### config.mk
export PLATFORM = sky130hd
export DESIGN_NAME = data_compare4_flat
export DESIGN_NICKNAME = d
export VERILOG_FILES = /design/src/rtl/data_compare4_if.sv /design/src/rtl/data_compare4.sv /design/src/flat_wrapper.sv
export SDC_FILE = /design/constraint.sdc
export NUM_CORES = 1
export LEC_CHECK = 0
export BUFFER_PORTS_ARGS = -buffer_cell sky130_fd_sc_hd__buf_2
export CORE_AREA = 2 2 39 41
export DETAILED_ROUTE_END_ITERATION = 16
export DIE_AREA = 0 0 41 43
export PLACE_DENSITY_LB_ADDON = 0.1
export SLEW_MARGIN = 10
export SYNTH_ARGS = -nofsm -noshare
export SYNTH_HDL_FRONTEND = slang
export SYNTH_SLANG_ARGS = --single-unit
export TNS_END_PERCENT = 5
### constraint.sdc
create_clock -name iClk -period 3.39 [get_ports iClk]
set_input_delay 0.339 -clock iClk [delete_from_list [all_inputs] [get_ports iClk]]
set_output_delay 0.339 -clock iClk [all_outputs]
set_load 0.01 [all_outputs]
### src/rtl/data_compare4_if.sv
// Operand/cascade bus for the registered 4-bit magnitude comparator.
// The master drives both operands and the cascade input; the slave returns
// the registered GT/EQ/LT result.
interface data_compare4_if;
    logic [3:0] iData_a;   // operand A, unsigned
    logic [3:0] iData_b;   // operand B, unsigned
    logic [2:0] iData;     // cascade in: [2]=GT, [1]=EQ, [0]=LT
    logic [2:0] oData;     // registered result, same encoding

    modport master (
        output iData_a,
        output iData_b,
        output iData,
        input  oData
    );

    modport slave (
        input  iData_a,
        input  iData_b,
        input  iData,
        output oData
    );
endinterface

### src/rtl/data_compare4.sv
// Registered 4-bit unsigned magnitude comparator with cascade input, in the
// style of the 74LS85. Unequal operands decide the result directly; equal
// operands defer to the cascade input from the less-significant stage.
// One cycle of latency, no combinational path from inputs to oData.
module data_compare4 (
    input  logic           iClk,
    input  logic           iRst_n,
    data_compare4_if.slave bus
);

    logic [2:0] nextResult;
    logic [2:0] resultP0;

    // Resolve the cascade input when the local operands tie. EQ wins over
    // anything else; a lone GT or LT passes through; all-zero or GT+LT is an
    // undefined cascade and yields "no result" so the output never goes
    // multi-hot.
    function automatic logic [2:0] resolveCascade(input logic [2:0] cascade);
        logic [2:0] resolved;
        resolved = 3'b000;
        if (cascade[1]) begin
            resolved = 3'b010;
        end else if (cascade == 3'b100) begin
            resolved = 3'b100;
        end else if (cascade == 3'b001) begin
            resolved = 3'b001;
        end
        return resolved;
    endfunction

    // Combinational compare of this stage's operands.
    always_comb begin
        nextResult = 3'b000;
        if (bus.iData_a > bus.iData_b) begin
            nextResult = 3'b100;
        end else if (bus.iData_a < bus.iData_b) begin
            nextResult = 3'b001;
        end else begin
            nextResult = resolveCascade(bus.iData);
        end
    end

    // Stage 0 output register; reset has priority over the compare.
    always_ff @(posedge iClk) begin
        if (!iRst_n) begin
            resultP0 <= 3'b000;
        end else begin
            resultP0 <= nextResult;
        end
    end

    assign bus.oData = resultP0;

endmodule

### src/flat_wrapper.sv
// flat-port wrapper written by rule: the top's interface ports become plain ports
module data_compare4_flat 
  (iClk, iRst_n, bus_iData_a, bus_iData_b, bus_iData, bus_oData);
  data_compare4_if bus_i ();
  input  logic iClk;
  input  logic iRst_n;
  input wire logic [$bits(bus_i.iData_a)-1:0] bus_iData_a;
  input wire logic [$bits(bus_i.iData_b)-1:0] bus_iData_b;
  input wire logic [$bits(bus_i.iData)-1:0] bus_iData;
  output wire logic [$bits(bus_i.oData)-1:0] bus_oData;
  assign bus_i.iData_a = bus_iData_a;
  assign bus_i.iData_b = bus_iData_b;
  assign bus_i.iData = bus_iData;
  assign bus_oData = bus_i.oData;
  data_compare4 u_core (.iClk(iClk), .iRst_n(iRst_n), .bus(bus_i));
endmodule
==> After elaboration in Yosys (flattened, before gate mapping) <==
Cells that the tools add are included.
{ "op_classes": {"addsub": 0, "n_mul": 0, "div_mod_pow": 0, "order_cmp": 2, "eq_ne": 2, "shifts": 0, "n_mux": 5, "bitwise": 1, "n_reduce_logical": 2} }
{ "ops": {"columns": ["cell", "count"], "rows": [
  ["$mux W3", 4],
  ["$gt A4 B4 Y1", 1],
  ["$lt A4 B4 Y1", 1],
  ["$eq A3 B1 Y1 const B", 1],
  ["$eq A3 B3 Y1 const B", 1],
  ["$reduce_or A3 Y1", 1],
  ["$reduce_or A2 Y1", 1],
  ["$mux W1", 1],
  ["$not A1 Y1", 1]
]} }
{ "totals": {"regBits": 3, "latch_bits": 0, "mem_bits_rw": 0, "rom_bits": 0, "elab_cells": 15, "n_memories": 0} }

==> Depth between registers and ports, before layout <==
{ "logic_depth": {"depth_word": 6, "ltp_mapped": 5, "depth_no_buf": 5} }

==> Worst setup path before layout <==
Ideal clock, no wire load.
{ "synth_timing": {"path_type": "input-to-reg", "from": "input bus_iData_b[3]", "to": "register u_core.resultP0[0], in the netlist u_core.bus.oData[0]", "arrival_ns": 1.211, "required_time_ns": 3.275, "path_slack_ns": 2.064, "stages": 5, "cell_sequence": "inv_1 > ha_1 > and4_4 > and4_1 > a31o_1"} }
{ "synth_via": {"elab_chain_cells": 2} }
{ "synth_lines": {"columns": ["item", "line_no", "text"], "rows": [
  ["start: declaration", "flat_wrapper.sv:8", "input wire logic [$bits(bus_i.iData_b)-1:0] bus_iData_b;"],
  ["$lt A4 B4 Y1 / $gt A4 B4 Y1 (equally long branches)", "data_compare4.sv:36, data_compare4.sv:34", null],
  ["$mux W3 / $reduce_or A2 Y1 (equally long branches)", null, null],
  ["end signal: assignment", "data_compare4.sv:48", "resultP0 <= nextResult;"],
  ["end: declaration", "data_compare4.sv:12", "logic [2:0] resultP0;"]
]} }
Several ways; a longest one is shown, not always the timed one.
A chain may end at the register's enable or synchronous reset.

==> Final worst setup path <==
Ends and elaborated chain as after synthesis.

==> flow_summary_export.csv <==
group,metric,value,unit
run_status,status,"finished, final reports clean",
global_route,groute.usage.overall,8.11,%
global_route,grt_use_met3,0,%
clock_network,cts-root-buf,"clkbuf_4",
die,die_w,41,µm
final_layout,largest_reg_flops,3,
routing,ant_nets,0,
final_layout,synthToLayoutAreaGrowth,54.2,%
clock_network,htreeDepth,1,
setup_path,worstPathArrival,1.34,ns
routing,routed_via_density,4.12,
timing,max_slew_margin,76.9,%
routing,wl,536,µm
setup_path,worstSetupPathType,"in2reg",
clock_network,path_clk_slew,0.04,ns
die,ioPinCount,16,
timing,clock.fmax,821,MHz
logic_synthesis,synth-seq-cells,3,
clock_network,max-clock-path-buffers,2,
power,finalPower,131,µW
die,fp.coreArea,1380,µm²
clock_network,post_cts_buffers,0,
global_route,top_usage_layer,"met4",
logic_synthesis,ys_seq_area_share,26.8,%
logic_synthesis,synth_area,224,µm²
global_route,first_global_vias,226,
timing,hold_viol,0,
timing,fin_crit_sh,35.9,%
power,p_leak,0.000186,µW
clock_network,cts_resized,0,
timing,setup_tns,0,ns
routing,wire_per_inst,9.08,µm
worst_hold_path,hold_class,"in2reg",
die,fp-row-count,14,
place,io_buffers,15,
global_route,grt_pass1_wl,807,µm
place,hpwl,468,µm
power,irDropWorstVdd,0.0918,mV
place,place.gp.congestion,0.580,
global_route,antenna_found_initial,0,
clock_network,cts_inserted_buffers,3,
final_layout,layout-drive-gt1-share,51.2,%
global_route,grt_use_met2,11.6,%
die,start_util,16.2,%
timing,setup_viol_count_final,0,
routing,drtIter0Drc,1,
final_layout,n_antenna_cell,0,
logic_synthesis,synth.distinct_cells,13,
setup_path,start_kind,"input port",
routing,vias,243,
logic_synthesis,synthCells,24,
timing,slew_viol_final,0,
final_layout,num-nets-final,61,
global_route,use_met1,6.37,%
logic_synthesis,syn_avg_cell_area,9.33,µm²
routing,route.detailed.drc,0,
clock_network,clkSinkCount,3,
die,die_h,43,µm
setup_path,path_max_fanout,3,
setup_path,cp-end-kind,"register",
timing,fin_crit,1.22,ns
power,powerDensity,378,nW/µm²
timing,worst_slew_pin_slew,0.347,ns
job,drv_cap,0,
logic_synthesis,ys.warnings.count,0,
die,dieArea,1760,µm²
logic_synthesis,syn_nets,41,
clock_network,tritoncts,"done",
global_route,gr-total-overflow,0,
timing,grt_setup_unrepaired,"false",
clock_network,hold_buffers,0,
setup_path,worstPathRequired,3.51,ns
global_route,grt_max_degree,4,
routing,first_pass_iters,4,
==> power breakdown <==
| group | total, µW | leakage [µW] | internal [µW] | switching (µW) |
|---|---|---|---|---|
| registers | 38.6 | 0.0000247 | 37.9 | 0.651 |
| clock network | 63.2 | 0.0000150 | 44.1 | 19.1 |
| logic | 28.9 | 0.000147 | 14.6 | 14.3 |
==> layer usage <==
metal	wire length [µm]	vias to the layer above
li1	-	123
met1	206	99
met2	226	17
met3	61	4
met4	42	0
met5	0	-
==> critical path: stages <==
cell and delay [ns]:
buf_2 0.07, inv_1 0.03, ha_1 0.33, and4_4 0.21
and4_1 0.18, a31o_1 0.18
==> kinds of logic (layout without fill, tap and decap cells) <==
group / count (synthesis) / after routing / share of synthesized area, %
DFF: 3 / 3 / 26.8
and+or+nand+nor: 7 / 7 / 18.4
adders and majority gates: 4 / 4 / 22.3
AOI/OAI and AO/OA: 5 / 5 / 24.0
buffers and inverters: 5 / 24 / 8.38
==> cells in the mapped netlist, drive strengths merged <==
cell | count | share of area (%)
a31o | 1 | 3.9
a211oi | 1 | 5.6
a221oi | 1 | 6.7
nor2b | 1 | 2.8
a21oi | 1 | 2.2
and4 | 2 | 8.9
dfxtp | 3 | 27
nor2 | 2 | 3.4
nand2 | 2 | 3.4
o211ai | 1 | 5.6
inv | 5 | 8.4
ha | 4 | 22
==> per-stage QoR <==
step	utilization (%)	cells	hold slack, ns	setup WS (ns)	cell area, µm²
detailed placement	23.1	55	0.602	1.92	319
CTS	25.0	59	0.357	2.17	345
global route	25.0	59	0.384	2.12	345
floorplan	-	24	0.473	2.06	224
global placement	23.1	55	0.586	1.95	319
finish	25.0	59	0.361	2.17	345
==> final cells by class <==
class	instances	area [µm²]
repair buffers	15	75.1
multi-input cells	16	145
clock buffers	4	26.3
flip-flops and latches	3	60.1
inverters	5	18.8
fillers	161	1040
well taps	16	20.0
==> final timing paths <==
kind	start	to	depth (start not counted)
worst max-delay path	bus_iData_b[3]	u_core.bus.oData[0]	6
worst min-delay path	iRst_n	u_core.bus.oData[0]	2
==> cells in the final DEF (no fill, tap or decap), drive strengths merged, types with 2 or more instances in the layout <==
| cell | instances |
|---|---|
| nand2 | 2 |
| ha | 4 |
| nor2 | 2 |
| inv | 5 |
| buf | 15 |
| and4 | 2 |
| dfxtp | 3 |
| clkbuf | 4 |
No activity file was read; power rests on OpenSTA's default activity.
